<file path="config.mk">
export PLATFORM = sky130hd
export DESIGN_NAME = gpr_wb_ctrl
export DESIGN_NICKNAME = d
export VERILOG_FILES = /design/src/rtl/gpr_wb_ctrl.sv
export SDC_FILE = /design/constraint.sdc
export NUM_CORES = 1
export LEC_CHECK = 0
export CORE_MARGIN = 2
export CORE_UTILIZATION = 40
export DETAILED_ROUTE_END_ITERATION = 12
export PLACE_DENSITY = 0.67
export REMOVE_ABC_BUFFERS = 1
export SETUP_SLACK_MARGIN = 0.05
export SLEW_MARGIN = 15
export SYNTH_ARGS = -nofsm -noshare
export SYNTH_HDL_FRONTEND = slang
export SYNTH_SLANG_ARGS = --single-unit
</file>
<file path="constraint.sdc">
create_clock -name clock -period 4.4 [get_ports clock]
set_input_delay 0.66 -clock clock [delete_from_list [all_inputs] [get_ports clock]]
set_output_delay 0.66 -clock clock [all_outputs]
set_load 0.03 [all_outputs]
</file>
<file path="src/rtl/gpr_wb_ctrl.sv">
// Register-file write-port controller: ALU/LSU result arbitration,
// LSU result FIFO and destination-register scoreboard.
module gpr_wb_ctrl #(
   parameter int XLEN      = 64,
   parameter int LSU_DEPTH = 2
) (
   input  logic            clock,
   input  logic            reset,
   input  logic            issue_valid,
   output logic            issue_ready,
   input  logic [4:0]      issue_rs1,
   input  logic [4:0]      issue_rs2,
   input  logic [4:0]      issue_rd,
   input  logic            issue_wen,
   input  logic            alu_valid,
   output logic            alu_ready,
   input  logic [4:0]      alu_rd,
   input  logic [XLEN-1:0] alu_wdata,
   input  logic            lsu_valid,
   output logic            lsu_ready,
   input  logic [4:0]      lsu_rd,
   input  logic [XLEN-1:0] lsu_wdata,
   output logic [4:0]      rd,
   output logic [XLEN-1:0] rd_wdata,
   output logic            reg_wen
);

   localparam int PW = (LSU_DEPTH > 1) ? $clog2(LSU_DEPTH) : 1;
   localparam int CW = $clog2(LSU_DEPTH) + 1;
   localparam logic [CW-1:0] FULL = CW'(LSU_DEPTH);

   logic [31:0]      busy;
   logic [31:0]      busy_nxt;
   logic [4:0]       fifo_rd   [LSU_DEPTH];
   logic [XLEN-1:0]  fifo_data [LSU_DEPTH];
   logic [PW-1:0]    wptr;
   logic [PW-1:0]    rptr;
   logic [CW-1:0]    count;
   logic             full;
   logic             empty;
   logic             push;
   logic             pop;
   logic             sel_alu;
   logic             sel_rd_nz;
   logic [4:0]       sel_rd;
   logic [XLEN-1:0]  sel_data;

   assign full  = (count == FULL);
   assign empty = (count == '0);

   assign issue_ready = !(busy[issue_rs1] || busy[issue_rs2] ||
                          (issue_wen && busy[issue_rd]));

   assign lsu_ready = !full;
   assign alu_ready = !full;

   // A full FIFO outranks the ALU so loads cannot starve.
   assign pop     = !empty && (full || !alu_valid);
   assign sel_alu = alu_valid && !full;
   assign push    = lsu_valid && lsu_ready;

   always_comb begin
      sel_rd   = '0;
      sel_data = '0;
      unique case (1'b1)
         sel_alu: begin
            sel_rd   = alu_rd;
            sel_data = alu_wdata;
         end
         pop: begin
            sel_rd   = fifo_rd[rptr];
            sel_data = fifo_data[rptr];
         end
         default: ;
      endcase
   end

   assign sel_rd_nz = (sel_alu || pop) && (sel_rd != 5'd0);

   always_comb begin
      busy_nxt = busy;
      if (reg_wen)
         busy_nxt[rd] = 1'b0;
      if (issue_valid && issue_ready && issue_wen)
         busy_nxt[issue_rd] = 1'b1;
      busy_nxt[0] = 1'b0;
   end

   always_ff @(posedge clock) begin
      if (push) begin
         fifo_rd[wptr]   <= lsu_rd;
         fifo_data[wptr] <= lsu_wdata;
      end
   end

   always_ff @(posedge clock or negedge reset) begin
      if (!reset) begin
         busy     <= '0;
         wptr     <= '0;
         rptr     <= '0;
         count    <= '0;
         rd       <= '0;
         rd_wdata <= '0;
         reg_wen  <= 1'b0;
      end else begin
         busy <= busy_nxt;
         if (push)
            wptr <= wptr + PW'(1);
         if (pop)
            rptr <= rptr + PW'(1);
         if (push && !pop)
            count <= count + CW'(1);
         else if (pop && !push)
            count <= count - CW'(1);
         if (sel_alu || pop) begin
            rd       <= sel_rd;
            rd_wdata <= sel_data;
         end
         reg_wen <= sel_rd_nz;
      end
   end

endmodule

</file>
==> results.json, run 1 <==
{
  "result_of_the_run": "completed",
  "sequential_cell_fraction_of_total_power_pct": 37.6,
  "dp.final_hpwl_um": 21520,
  "globalRoute.busiestLayer": "met2",
  "antenna_found_initial": 6,
  "fmax_mhz": 243.9,
  "initialDrtViolationCount": 689,
  "maximum_number_of_pins_on_one_net_before_global_route_repair": 91,
  "reg2reg_slack_ns": 1.74,
  "die-area_sq_um": 30370,
  "regToRegEndpoint": "busy[4]$_DFF_PN0_",
  "cts-resized-gates": 0,
  "met2_usage_pct": 35.37,
  "netSwitchingFraction_pct": 38.25,
  "place_congestion": 0.9323,
  "place_worst_setup_slack_ns": 0.3314,
  "cts_sink_count": 243,
  "syn-mean-instance-area_sq_um": 12.22,
  "first_pass_iters": 5,
  "area.growth.synth_to_final_pct": 30.75,
  "grt_pass1_vias": 9067,
  "power_density_nw_per_um2": 680.0,
  "final_min_period_over_clock_period_pct": 93.19,
  "unrepaired_setup_endpoints_after_global_routing": "no",
  "die_width_um": 174.3,
  "antenna_left": 0,
  "synth_warnings": 0,
  "post_cts_hold_buffer_count": 0,
  "p_leak_nw": 5.377,
  "setup_viol_count_final": 0,
  "internal_power_mw": 6.366,
  "utilization_pct": 52.97,
  "fp-row-count": 62,
  "dp.cells": 1511,
  "initial_core_util_pct": 40.51,
  "critical_path.startpoint": "issue_rs1[2]",
  "global_route_wire_length_before_repair_um": 52210,
  "most_used_flip_flop_cell_after_synthesis": "sky130_fd_sc_hd__edfxtp_1",
  "route.vias.total": 8745,
  "postCtsSetupRepairBufs": 0,
  "pin_count": 232,
  "ctsLongestPathBuffers": 3,
  "detail_route.vias_per_cell": 5.591,
  "cp-endpoint": "issue_ready",
  "htree_num_levels": 1,
  "pwr-share-comb_pct": 40.7,
  "hold_class": "primary input to asynchronous set/reset pin",
  "netlist_area_sq_um": 11600,
  "total_switching_power_mw": 3.944,
  "worstSkewPairLatency_ns": 0.53,
  "timing.max_slew.rel_slack_pct": 28.72,
  "worst_pin_slew_ns": 1.069,
  "crit_type": "primary input to primary output",
  "fin_hold_ws_ns": 0.1895,
  "crit_required_ns": 3.74,
  "end_kind": "primary output",
  "post_drt_wl_per_cell_um": 21.13,
  "buffer_ports.inserted": 231,
  "cts_tree": "yes",
  "cp_max_fo": 9,
  "post_route_drc": 0,
  "numCtsBuffers": 26,
  "ys_seq_elements": 243,
  "floorplan.core_area_sq_um": 28630,
  "grt_overflow": 0,
  "num-nets-final": 1315,
  "sequential_cell_area_fraction_in_the_yosys_report_pct": 58.39,
  "synth.distinct_cells": 53,
  "grt.met1_usage_pct": 29.05,
  "rr_worst_depth": 7,
  "cts-root-buf": "sky130_fd_sc_hd__clkbuf_16",
  "die_h_um": 174.3,
  "timing.final.max_slew_violations": 0,
  "critPathLaunchType": "primary input",
  "worst_ir_drop_vdd_v": 0.0003860,
  "reg_to_reg_critical_path_startpoint": "busy[11]$_DFF_PN0_",
  "final.min_clock_period_ns": 4.100,
  "finalHoldViolations": 0,
  "skew_ns": 0.02012,
  "asyncSetResetFlopFracSynth_pct": 43.21,
  "finalSetupTns_ns": 0,
  "syn_inst": 949,
  "clock_power_share_pct": 21.7,
  "final_layout_size_suffix_gt1_share_pct": 15.32,
  "max_cap_viol_count": 0,
  "drt_wl_total_um": 33050,
  "fin_ws_ns": 0.2996,
  "instances_no_fill": 1564,
  "post-layout-total-power_mw": 10.31,
  "gr-usage-all-layers_pct": 21.78,
  "gr-usage-met3_pct": 6.255,
  "clk_transition_reported_paths_ns": 0.06,
  "final_cell_area_sq_um": 15160,
  "critical_path_arrival_ns": 3.44,
  "count_of_flip_flops_with_a_built_in_enable_after_synthesis": 138,
  "detailed_place.area_sq_um": 14270
}
-- registers in the layout, summed over array words and instances (netlist names) --
name and flops:
rd 5, fifo_rd 10, busy 31, rd_wdata 64, rptr 1, fifo_data 128
wptr 1, reg_wen 1, count 2
-- cells in the mapped netlist (all sizes together) (3+ instances only) --
master    n  share of area, %
edfxtp  138                36
o21ai   129               6.5
dfrtp   105                23
mux2     74               7.2
nand2b   73               3.9
o22ai    69               3.7
a21oi    63               2.7
o21a     62               4.0
clkbuf   52               1.7
nand2    42               1.4
buf      19              0.96
mux2i    18               1.6
mux4     12               2.3
nor2     12              0.39
nand3     6              0.30
nor2b     6              0.32
and2      5              0.27
nand3b    5              0.32
nor3b     5              0.32
a22oi     4              0.26
and3      4              0.22
inv       4              0.13
nor3      4              0.17
a21o      3              0.19
a221o     3              0.26
nor4      3              0.16
or2       3              0.16
or3b      3              0.23
xnor2     3              0.23
-- worst min path at each step --
| stage | to | slack (ns) | cells after the start |
|---|---|---|---|
| floorplan | busy[10]$_DFF_PN0_ | 0.36 | 0 |
| detailed placement | wptr$_DFFE_PN0P_ | 0.54 | 1 |
| CTS | rd_wdata[22]$_DFFE_PN0P_ | 0.21 | 1 |
| global placement | wptr$_DFFE_PN0P_ | 0.54 | 1 |
| global route | rd_wdata[9]$_DFFE_PN0P_ | 0.23 | 1 |
| finish | rd_wdata[9]$_DFFE_PN0P_ | 0.19 | 1 |
-- worst max-delay path, stage by stage --
cell,delay [ns]
sky130_fd_sc_hd__clkdlybuf4s50_1,0.74
sky130_fd_sc_hd__mux4_2,0.55
sky130_fd_sc_hd__or3b_1,0.36
sky130_fd_sc_hd__o2111ai_1,0.10
sky130_fd_sc_hd__o31a_1,0.21
sky130_fd_sc_hd__o211a_1,0.16
sky130_fd_sc_hd__clkdlybuf4s50_1,0.66
-- final cells by class --
cell class / instances / area (sq um)
clock buffer: 38 / 757.0
sequential: 243 / 6778
fill: 2486 / 13460
multi-input combinational: 631 / 4516
timing repair buffer: 249 / 2480
antenna: 5 / 12.51
clock inverter: 10 / 123.9
inverter: 4 / 15.01
tap: 384 / 480.5
-- placed cells by master (no fill, tap or decap), types with 27 or more instances in the layout --
cell type                           n
sky130_fd_sc_hd__dfrtp_1          102
sky130_fd_sc_hd__clkbuf_16         27
sky130_fd_sc_hd__clkdlybuf4s50_1  229
sky130_fd_sc_hd__a21oi_1           63
sky130_fd_sc_hd__o21ai_0           99
sky130_fd_sc_hd__o21a_1            62
sky130_fd_sc_hd__o21ai_2           30
sky130_fd_sc_hd__nand2b_1          73
sky130_fd_sc_hd__edfxtp_1         138
sky130_fd_sc_hd__nand2_1           42
sky130_fd_sc_hd__o22ai_1           69
sky130_fd_sc_hd__mux2_2            68
-- metal layers --
metal  wire length (um)  share of wire [%]
met5                 11              0.033
met4                610                1.8
met3               2649                8.0
met2              15610                 47
met1              14170                 43
-- cell families after synthesis --
logic type,after synthesis,share of synthesized area (%)
AO/OA/AOI/OAI,346,18.69
XOR/XNOR,5,0.3777
adder cells (fa/ha/maj),1,0.1079
buffers and inverters,75,2.773
flip-flops,243,58.39
multiplexers,104,11.07
AND/OR/NAND/NOR,175,8.589
-- power by group through the flow --
stage	Combinational [mW]	Sequential (mW)	Clock [mW]
final	4.19	3.88	2.24
after global routing	4.53	3.96	2.38
after CTS	4.22	3.87	2.28
after detailed placement	4.20	3.90	0
after global placement	4.13	3.91	0
after floorplan	1.83	4.46	0
No activity file was read; power rests on OpenSTA's default activity.
==> inputs of run 2 (changes only) <==
ABC_AREA = 1   (was unset)
DONT_BUFFER_PORTS = 1   (was unset)
PLACE_DENSITY = unset   (was 0.67)
==> run 2 against run 1 <==
Net effect: design area is 22% lower; power is 14% lower; via count is 18% lower; synthesized area is 7.7% lower; largest power group is now registers.
==> results.json, run 2 <==
{
  "syn-mean-instance-area_sq_um": 10.68,
  "cts_sink_count": 243,
  "count_of_flip_flops_with_a_built_in_enable_after_synthesis": 138,
  "floorplan.core_area_sq_um": 26130,
  "mostFrequentLayoutCell": "sky130_fd_sc_hd__nand2_1",
  "final.min_clock_period_ns": 2.760,
  "rr_worst_depth": 8,
  "fin_ws_ns": 1.640,
  "postCtsSetupRepairBufs": 0,
  "drt_wl_total_um": 27270,
  "unrepaired_setup_endpoints_after_global_routing": "no",
  "count_leader_synth": "sky130_fd_sc_hd__nand2_1",
  "synth.distinct_cells": 28,
  "post-layout-total-power_mw": 8.860,
  "end_kind": "register",
  "p_leak_nw": 4.760,
  "fin_hold_ws_ns": 0.03986,
  "synth_top_cells_by_count": "sky130_fd_sc_hd__nand2_1, sky130_fd_sc_hd__edfxtp_1, sky130_fd_sc_hd__dfrtp_1",
  "finalHoldViolations": 0,
  "syn_inst": 1002,
  "post_synth_adder_cell_area_pct": 0.1169,
  "buffer_ports.inserted": 0,
  "final_layout_size_suffix_gt1_share_pct": 7.228,
  "fp-row-count": 59,
  "ys_seq_elements": 243,
  "critical_path_arrival_ns": 3.16,
  "synthDominantAreaCellType": "sky130_fd_sc_hd__edfxtp_1",
  "first_pass_iters": 4,
  "fmax_mhz": 362.3,
  "area.growth.synth_to_final_pct": 10.06,
  "cts-root-buf": "sky130_fd_sc_hd__clkbuf_16",
  "post_synth_and_or_nand_nor_area_fraction_pct": 17.93,
  "post_route_drc": 0,
  "largest_register_ff_count": 128,
  "cp_max_fo": 42,
  "die-area_sq_um": 28080,
  "critical_path.startpoint": "count[0]$_DFFE_PN0P_",
  "die_width_um": 167.6,
  "sequential_cell_area_fraction_in_the_yosys_report_pct": 63.26,
  "worstSkewPairLatency_ns": 0.52,
  "timing.max_slew.rel_slack_pct": 24.79,
  "initialDrtViolationCount": 444,
  "antenna_found_initial": 0,
  "netlist_area_sq_um": 10700,
  "regMostFlops": "fifo_data",
  "synth.area.top_cells": "sky130_fd_sc_hd__edfxtp_1, sky130_fd_sc_hd__dfrtp_1, sky130_fd_sc_hd__nand2_1, sky130_fd_sc_hd__mux2i_1, sky130_fd_sc_hd__o211ai_1",
  "detail_route.vias_per_cell": 5.362,
  "cts_tree": "yes",
  "max_cap_viol_count": 0,
  "place_congestion": 0.8987,
  "layout.cells.most_common_list": "sky130_fd_sc_hd__nand2_1, sky130_fd_sc_hd__edfxtp_1, sky130_fd_sc_hd__dfrtp_1, sky130_fd_sc_hd__nand3_1, sky130_fd_sc_hd__o211ai_1",
  "synthesized_area_fraction_occupied_by_xor_and_xnor_cells_pct": 0.2455,
  "global_route_wire_length_before_repair_um": 42140,
  "asyncSetResetFlopFracSynth_pct": 43.21,
  "reg_to_reg_critical_path_startpoint": "count[0]$_DFFE_PN0P_",
  "post_synth_mux_area_share_pct": 6.499,
  "numCtsBuffers": 25,
  "timing.final.max_slew_violations": 0,
  "dp.cells": 1298,
  "cts-resized-gates": 0,
  "result_of_the_run": "completed",
  "place_worst_setup_slack_ns": 1.568,
  "clk_transition_reported_paths_ns": 0.06,
  "post_cts_hold_buffer_count": 1,
  "pin_count": 232,
  "dp.final_hpwl_um": 18530,
  "grt_overflow": 0,
  "power_density_nw_per_um2": 752.0,
  "crit_type": "register to register",
  "gr-usage-all-layers_pct": 19.25,
  "synth_largest_type_area_fraction_pct": 38.71,
  "num-nets-final": 1151,
  "antenna_left": 0,
  "crit_required_ns": 4.80,
  "utilization_pct": 45.08,
  "most_used_flip_flop_cell_after_synthesis": "sky130_fd_sc_hd__edfxtp_1",
  "reg_top3": "fifo_data x128, rd_wdata x64, busy x31",
  "ctsLongestPathBuffers": 3,
  "hold_class": "primary input to asynchronous set/reset pin",
  "die_h_um": 167.6,
  "route.vias.total": 7212,
  "final_min_period_over_clock_period_pct": 62.73,
  "initial_core_util_pct": 40.96,
  "synth_area_in_compound_gates_pct": 7.084,
  "worst_ir_drop_vdd_v": 0.0005190,
  "skew_ns": 0.01946,
  "layout.filler_cells": 2472,
  "worst_pin_slew_ns": 1.127,
  "critPathLaunchType": "register",
  "post_drt_wl_per_cell_um": 20.28,
  "instances_no_fill": 1345,
  "antennaDiodeCount": 0,
  "synth_top_family_by_area": "simple AND/OR/NAND/NOR gates",
  "grt_pass1_vias": 7213,
  "maximum_number_of_pins_on_one_net_before_global_route_repair": 106,
  "setup_viol_count_final": 0,
  "htree_num_levels": 1,
  "synth_warnings": 0
}
## run 2: worst paths after layout
path / end / slack, ns
min reg2reg: count[0]$_DFFE_PN0P_ / 0.49
max: reg_wen$_DFF_PN0_ / 1.64
max reg2reg: reg_wen$_DFF_PN0_ / 1.64
max in group asynchronous: rd_wdata[36]$_DFFE_PN0P_ / 3.83
min in group clock: fifo_data[0][11]$_DFFE_PP_ / 0.23
min: rd_wdata[55]$_DFFE_PN0P_ / 0.04
## run 2: worst max-delay path, stage by stage, from the launching register on
cell and delay (ns):
sky130_fd_sc_hd__dfrtp_1 0.37, sky130_fd_sc_hd__inv_1 0.09, sky130_fd_sc_hd__nand2_1 0.55, sky130_fd_sc_hd__o21ai_2 0.29, sky130_fd_sc_hd__inv_2 0.45, sky130_fd_sc_hd__buf_4 0.56, sky130_fd_sc_hd__o21ai_0 0.17, sky130_fd_sc_hd__inv_1 0.09
sky130_fd_sc_hd__nand3_1 0.07
## run 2: layout make-up
class	count	area, sq um	share of cell area (%)
Sequential cell	243	6775	57.51
Tap cell	335	419.2	3.558
Inverter	62	235.2	1.997
Multi-Input combinational cell	649	3435	29.15
Clock buffer	31	668.1	5.671
Timing Repair Buffer	10	107.6	0.9133
Clock inverter	15	141.4	1.200
## run 2: power breakdown
| part | leakage, nW | internal, mW | switching (mW) |
|---|---|---|---|
| Clock | 0.393 | 1.20 | 0.855 |
| Sequential | 2.55 | 3.24 | 1.38 |
| Combinational | 1.82 | 0.800 | 1.38 |
## run 2: kinds of logic after synthesis
family	count (synthesis)
flops	243
buf+inv	110
mux	69
xor+xnor	3
fa+ha+maj	1
simple gates	461
compound gates	115
## run 2: through the flow
step	setup TNS [ns]	instance area [sq um]
floorplan	-14.83	10420
global placement	0	10940
detailed placement	0	10940
CTS	0	11780
global route	0	11780
finish	0	11780
## run 2: metal layers
metal	GRT usage, %	routed length (um)	vias to the layer above	share of wire (%)
li1	-	-	3427	-
met1	23.36	10520	3476	39
met2	31.10	12890	254	47
met3	7.705	2959	55	11
met4	7.146	902	0	3.3
met5	0	0	-	0
